**config.mk**
```make
export PLATFORM = sky130hd
export DESIGN_NAME = bist_fail_log
export DESIGN_NICKNAME = d
export VERILOG_FILES = /design/src/rtl/bist_fail_log.sv
export SDC_FILE = /design/constraint.sdc
export NUM_CORES = 1
export LEC_CHECK = 0
export ABC_AREA = 1
export BUFFER_PORTS_ARGS = -buffer_cell sky130_fd_sc_hd__buf_2
export CORE_MARGIN = 1
export CORE_UTILIZATION = 56
export CTS_BUF_LIST = sky130_fd_sc_hd__clkbuf_4 sky130_fd_sc_hd__clkbuf_8 sky130_fd_sc_hd__clkbuf_16
export CTS_CLUSTER_SIZE = 28
export DETAILED_ROUTE_END_ITERATION = 12
export PLACE_DENSITY = 0.79
export SYNTH_ARGS = -nofsm -noshare
export SYNTH_HDL_FRONTEND = slang
export SYNTH_SLANG_ARGS = --single-unit
```
**constraint.sdc**
```tcl
create_clock -name bist_clk -period 2.22 [get_ports bist_clk]
set_input_delay 0.111 -clock bist_clk [delete_from_list [all_inputs] [get_ports bist_clk]]
set_output_delay 0.111 -clock bist_clk [all_outputs]
set_load 0.005 [all_outputs]
```
**src/rtl/bist_fail_log.sv**
```systemverilog
// ---------------------------------------------------------------------------
// bist_fail_log
//
// Purpose: Watches the memory BIST controller's command stream and the memory
// read data. A read whose returned data differs from the expected pattern is
// captured as a fail entry {address, expected, actual} into a small FIFO,
// which a consumer drains with a valid/ready handshake. Fails that arrive
// while the FIFO is full (and no pop happens in the same cycle) are dropped,
// and a sticky overflow flag records that a drop happened.
//
// Optional feature macro: BIST_FAIL_CNT_EN
//   defined   - fail_cnt counts every detected fail (including dropped ones)
//               and saturates at all-ones
//   undefined - no counter register; fail_cnt is tied to 0
//
// Ports:
//   bist_clk, bist_rst_n  clock (rising edge) / async active-low reset
//   bist_start            run start pulse; empties log, clears flags/counter
//   bist_cs, bist_we      memory command (chip select, 1=write 0=read)
//   bist_addr, bist_pat   command address and write/expected pattern
//   bist_resp             memory read data, one cycle after the read command
//   log_valid/log_ready   head-entry handshake toward the consumer
//   log_addr/exp/act      head entry fields (0 while log_valid=0)
//   log_full              FIFO holds pLOG_DEPTH entries
//   log_ovf               sticky: at least one fail was dropped
//   fail_cnt              read mismatches seen in this run
// ---------------------------------------------------------------------------
module bist_fail_log #(
    parameter int pADDR_WIDTH = 4,
    parameter int pDATA_WIDTH = 2,
    parameter int pLOG_DEPTH  = 4,
    parameter int pCNT_WIDTH  = 8
) (
    input  logic                   bist_clk,
    input  logic                   bist_rst_n,
    input  logic                   bist_start,
    input  logic                   bist_cs,
    input  logic                   bist_we,
    input  logic [pADDR_WIDTH-1:0] bist_addr,
    input  logic [pDATA_WIDTH-1:0] bist_pat,
    input  logic [pDATA_WIDTH-1:0] bist_resp,
    output logic                   log_valid,
    input  logic                   log_ready,
    output logic [pADDR_WIDTH-1:0] log_addr,
    output logic [pDATA_WIDTH-1:0] log_exp,
    output logic [pDATA_WIDTH-1:0] log_act,
    output logic                   log_full,
    output logic                   log_ovf,
    output logic [pCNT_WIDTH-1:0]  fail_cnt
);

    localparam int LP_IDX_W = $clog2(pLOG_DEPTH);
    localparam int LP_PTR_W = LP_IDX_W + 1;

    // S1: command delayed one cycle to line up with the read data
    logic                   r_s1_cs;
    logic                   r_s1_we;
    logic [pADDR_WIDTH-1:0] r_s1_addr;
    logic [pDATA_WIDTH-1:0] r_s1_pat;

    logic [LP_PTR_W-1:0]    r_wr_ptr;
    logic [LP_PTR_W-1:0]    r_rd_ptr;
    logic                   r_ovf;

    logic [pADDR_WIDTH-1:0] r_mem_addr [pLOG_DEPTH];
    logic [pDATA_WIDTH-1:0] r_mem_exp  [pLOG_DEPTH];
    logic [pDATA_WIDTH-1:0] r_mem_act  [pLOG_DEPTH];

    logic                   w_fail;
    logic                   w_empty;
    logic                   w_full;
    logic                   w_pop;
    logic                   w_push;
    logic                   w_drop;
    logic [LP_IDX_W-1:0]    w_wr_idx;
    logic [LP_IDX_W-1:0]    w_rd_idx;

    assign w_fail  = r_s1_cs & ~r_s1_we & (bist_resp != r_s1_pat);

    // Extra pointer MSB distinguishes full from empty when the indices match
    assign w_empty = (r_wr_ptr == r_rd_ptr);
    assign w_full  = (r_wr_ptr[LP_PTR_W-1] != r_rd_ptr[LP_PTR_W-1]) &&
                     (r_wr_ptr[LP_IDX_W-1:0] == r_rd_ptr[LP_IDX_W-1:0]);

    assign w_wr_idx = r_wr_ptr[LP_IDX_W-1:0];
    assign w_rd_idx = r_rd_ptr[LP_IDX_W-1:0];

    // A start pulse wins over everything in the same cycle
    assign w_pop  = ~bist_start & ~w_empty & log_ready;
    // When full, a fail can still be stored if the head leaves this cycle
    assign w_push = ~bist_start & w_fail & (~w_full | w_pop);
    assign w_drop = ~bist_start & w_fail & w_full & ~w_pop;

    always_ff @(posedge bist_clk or negedge bist_rst_n) begin
        if (!bist_rst_n) begin
            r_s1_cs   <= 1'b0;
            r_s1_we   <= 1'b0;
            r_s1_addr <= '0;
            r_s1_pat  <= '0;
        end else if (bist_start) begin
            r_s1_cs   <= 1'b0;
            r_s1_we   <= 1'b0;
            r_s1_addr <= '0;
            r_s1_pat  <= '0;
        end else begin
            r_s1_cs   <= bist_cs;
            r_s1_we   <= bist_we;
            r_s1_addr <= bist_addr;
            r_s1_pat  <= bist_pat;
        end
    end

    always_ff @(posedge bist_clk or negedge bist_rst_n) begin
        if (!bist_rst_n) begin
            r_wr_ptr <= '0;
            r_rd_ptr <= '0;
            r_ovf    <= 1'b0;
        end else if (bist_start) begin
            r_wr_ptr <= '0;
            r_rd_ptr <= '0;
            r_ovf    <= 1'b0;
        end else begin
            if (w_push) begin
                r_wr_ptr <= r_wr_ptr + LP_PTR_W'(1);
            end
            if (w_pop) begin
                r_rd_ptr <= r_rd_ptr + LP_PTR_W'(1);
            end
            if (w_drop) begin
                r_ovf <= 1'b1;
            end
        end
    end

    // Storage needs no reset: it is only observed through the empty mux
    always_ff @(posedge bist_clk) begin
        if (w_push) begin
            r_mem_addr[w_wr_idx] <= r_s1_addr;
            r_mem_exp[w_wr_idx]  <= r_s1_pat;
            r_mem_act[w_wr_idx]  <= bist_resp;
        end
    end

`ifdef BIST_FAIL_CNT_EN
    logic [pCNT_WIDTH-1:0] r_fail_cnt;

    always_ff @(posedge bist_clk or negedge bist_rst_n) begin
        if (!bist_rst_n) begin
            r_fail_cnt <= '0;
        end else if (bist_start) begin
            r_fail_cnt <= '0;
        end else if (w_fail && (r_fail_cnt != {pCNT_WIDTH{1'b1}})) begin
            r_fail_cnt <= r_fail_cnt + pCNT_WIDTH'(1);
        end
    end

    assign fail_cnt = r_fail_cnt;
`else
    assign fail_cnt = '0;
`endif

    assign log_valid = ~w_empty;
    assign log_full  = w_full;
    assign log_ovf   = r_ovf;
    assign log_addr  = w_empty ? '0 : r_mem_addr[w_rd_idx];
    assign log_exp   = w_empty ? '0 : r_mem_exp[w_rd_idx];
    assign log_act   = w_empty ? '0 : r_mem_act[w_rd_idx];

endmodule

```
==> flow_summary_export.csv <==
group,metric,value,unit
pwr,clkPwrFrac,0.308,
min_path,min_from,"bist_addr[0]",
pwr,vdd_drop_max,0.5747,mV
cells_and_area,drive_above_1_share,0.2034,
floorplan,floorplan.initialDensity,0.5882,
min_path,holdCritPathClass,"primary input to register",
grt,grt_max_degree,19,
pwr,p_per_area,682.0,mW/mm^2
pwr,power_leakage,1.182,nW
flow_run,maxCapViolations,0,
placed_design,dp_slack,0.4167,ns
timing,setup_viol,0,
clock_tree,cts_tree,"yes",
pwr,pwr-share-seq,0.571,
grt,antenna_found_initial,0,
timing,max_freq,514.7,MHz
placed_design,dpl_cell_area,0.002327,mm^2
status,status,"finished clean",
grt,grt_pass1_vias,1320,
floorplan,fp.dieH,64.25,um
cells_and_area,fin_nets,254,
worst_setup_path,cp.required,2.18,ns
detailed_routing,wl,4006,um
clock_tree,root_buffer,"clkbuf_8",
floorplan,ios,33,
placed_design,hpwl,2745,um
clock_tree,clkTransAtPathRegs,0.09,ns
clock_tree,postCtsSetupBuffers,0,
worst_setup_path,worstPathArrival,1.90,ns
worst_setup_path,worst_setup_path_end_kind,"register",
timing,slew_viol_final,0,
clock_tree,cts_buffers,5,
placed_design,io_buffer_count,24,
yosys,yosysUniqueCellTypes,24,
worst_setup_path,critical_path.startpoint,"r_s1_pat[1]$_DFF_PN0_",
worst_setup_path,start_kind,"register",
detailed_routing,post_drt_wl_per_cell,14.11,um
floorplan,die-area,0.004127,mm^2
yosys,ys_seq_area_frac,0.6159,
yosys,postSynthAreaPerCell,11.07,um^2
yosys,yosysWarnings,0,
detailed_routing,vias,1396,
clock_tree,clock_sinks,47,
cells_and_area,design_area,0.002500,mm^2
detailed_routing,detail_route.iter0.violations,42,
timing,fin_skew,0.009487,ns
detailed_routing,vias_per_cell,4.915,
detailed_routing,dr.pass1.iters,4,
floorplan,fp.coreArea,0.003689,mm^2
timing,setup_ws,0.2770,ns
timing,finalHoldViolations,0,
detailed_routing,drc_errors,0,
cells_and_area,n_antenna_cell,0,
clock_tree,clockBufferDepth,2,
timing,period_share,0.8752,
timing,rsz0062_at_grt,"false",
pwr,total_power,1.705,mW
pwr,power_switching,0.4406,mW
grt,track_usage,0.2250,
worst_setup_path,crit_type,"register to register",
floorplan,rows,22,
cells_and_area,most-common-layout-cells,"nand2_1, edfxtp_1, inv_1",
timing,final.setup.tns,0,ns
placed_design,place_congestion,0.8335,
grt,grt_pass1_wl,6327,um
yosys,netlist_instances,196,
cells_and_area,num-fill-cells,296,
floorplan,die_w,64.25,um
clock_tree,post_cts_resized,0,
yosys,synth_area,0.002170,mm^2
clock_tree,clk_latency,0.31,ns
clock_tree,htree_levels,2,
grt,grt_overflow,0,
detailed_routing,ant_nets,0,
pwr,switching_share,0.2585,
timing,worstMarginPinSlew,0.7145,ns
cells_and_area,synthToLayoutAreaGrowth,15.23,%
yosys,yosys_register_bits,47,
pwr,intPower,1.264,mW
timing,period_minus_slack,1.943,ns
timing,slew_headroom,0.5219,
worst_setup_path,cp_max_fo,8,
worst_setup_path,r2r_start,"r_s1_pat[1]$_DFF_PN0_",
pwr,comb_power_share,0.121,
[path summary, 6_finish.rpt]
path,to,slack (ns),cells past startpoint
worst max register to register,r_mem_act[0][1]$_DFFE_PP_,0.28,6
worst min-delay path,r_s1_addr[0]$_DFF_PN0_,0.01,3
worst min register to register,log_ovf$_DFFE_PN0P_,0.49,2
min in group asynchronous,r_s1_addr[3]$_DFF_PN0_,0.21,2
worst max-delay path,r_mem_act[0][1]$_DFFE_PP_,0.28,6
max in group asynchronous,r_wr_ptr[0]$_DFFE_PN0P_,1.76,2
[cells in the mapped netlist (all sizes together)]
library cell   n  area share
conb           1      0.0017
o22ai          8       0.023
nand3         10       0.023
nand4          2       0.013
ha             5       0.029
nand2         35       0.066
nor2          21       0.036
xor2           2      0.0081
a21oi          1      0.0040
xnor2          1       0.013
mux2i          8       0.037
o21ai          8       0.018
buf           13       0.043
edfxtp        32        0.44
inv           33       0.059
nand3b         1      0.0092
dfrtp         15        0.17
[metrics by stage]
| stage | instances | hold WS [ns] | utilization |
|---|---|---|---|
| 6_report | 284 | 0.01320 | 0.6777 |
| 5_1_grt | 284 | 0.008038 | 0.6777 |
| 3_3_place_gp | 268 | 0.02849 | 0.6309 |
| 3_5_place_dp | 268 | 0.03054 | 0.6309 |
| 2_1_floorplan | 203 | -0.1846 | - |
| 4_1_cts | 284 | 0.003830 | 0.6777 |
[repair_timing]
item,CTS,global route
hold buffers,8,0
endpoints found under the hold margin,22,0
setup endpoints to repair,0,0
[power groups by stage]
stage                     sequential [mW]  combinational (mW)  clock (mW)
final                               0.973               0.206       0.525
after global routing                0.975               0.232       0.578
after CTS                           0.972               0.209       0.529
after detailed placement            0.992               0.198           0
after global placement              0.991               0.193           0
after floorplan                     0.983               0.145           0
[cell families (layout without fill, tap and decap cells)]
kind of cell	Yosys count	count (layout)	share of synthesized area
flops	47	47	0.6159
simple gates	69	69	0.1476
fa+ha+maj	5	5	0.02884
mux	8	8	0.03691
buf+inv	46	79	0.1027
xor+xnor	3	3	0.02076
compound gates	17	17	0.04556
other cells	1	8	0.001728
[cell type report]
type	instances	area, um^2	area share
clock inverters	3	23.77	0.009510
clock buffers	5	68.82	0.02753
multi-input cells	110	636.9	0.2548
flip-flops and latches	47	1336	0.5345
well taps	48	60.06	0.02402
repair buffers	38	245.2	0.09810
inverters	33	128.9	0.05155
[worst max-delay path: stages, from the launching register on]
cell and delay [ns]:
dfrtp_1 0.45, inv_1 0.07, nand2_1 0.05, nand2_1 0.06, a21oi_2 0.24, nand2_2 0.14
nor2_1 0.57
[metal layers]
layer | global-route usage | part of all wire | up-vias
met5 | 0 | 0 | -
met2 | 0.3829 | 0.52 | 34
met4 | 0.1111 | 0.020 | 0
met1 | 0.2579 | 0.42 | 655
met3 | 0.06429 | 0.037 | 8
li1 | - | - | 699
[registers in the layout (all words and copies together), names as in the netlist]
signal	count
r_wr_ptr	3
r_s1_pat	2
r_mem_addr	16
r_s1_we	1
r_s1_addr	4
r_s1_cs	1
r_rd_ptr	3
log_ovf	1
r_mem_exp	8
r_mem_act	8
No activity file was read; power rests on OpenSTA's default activity.
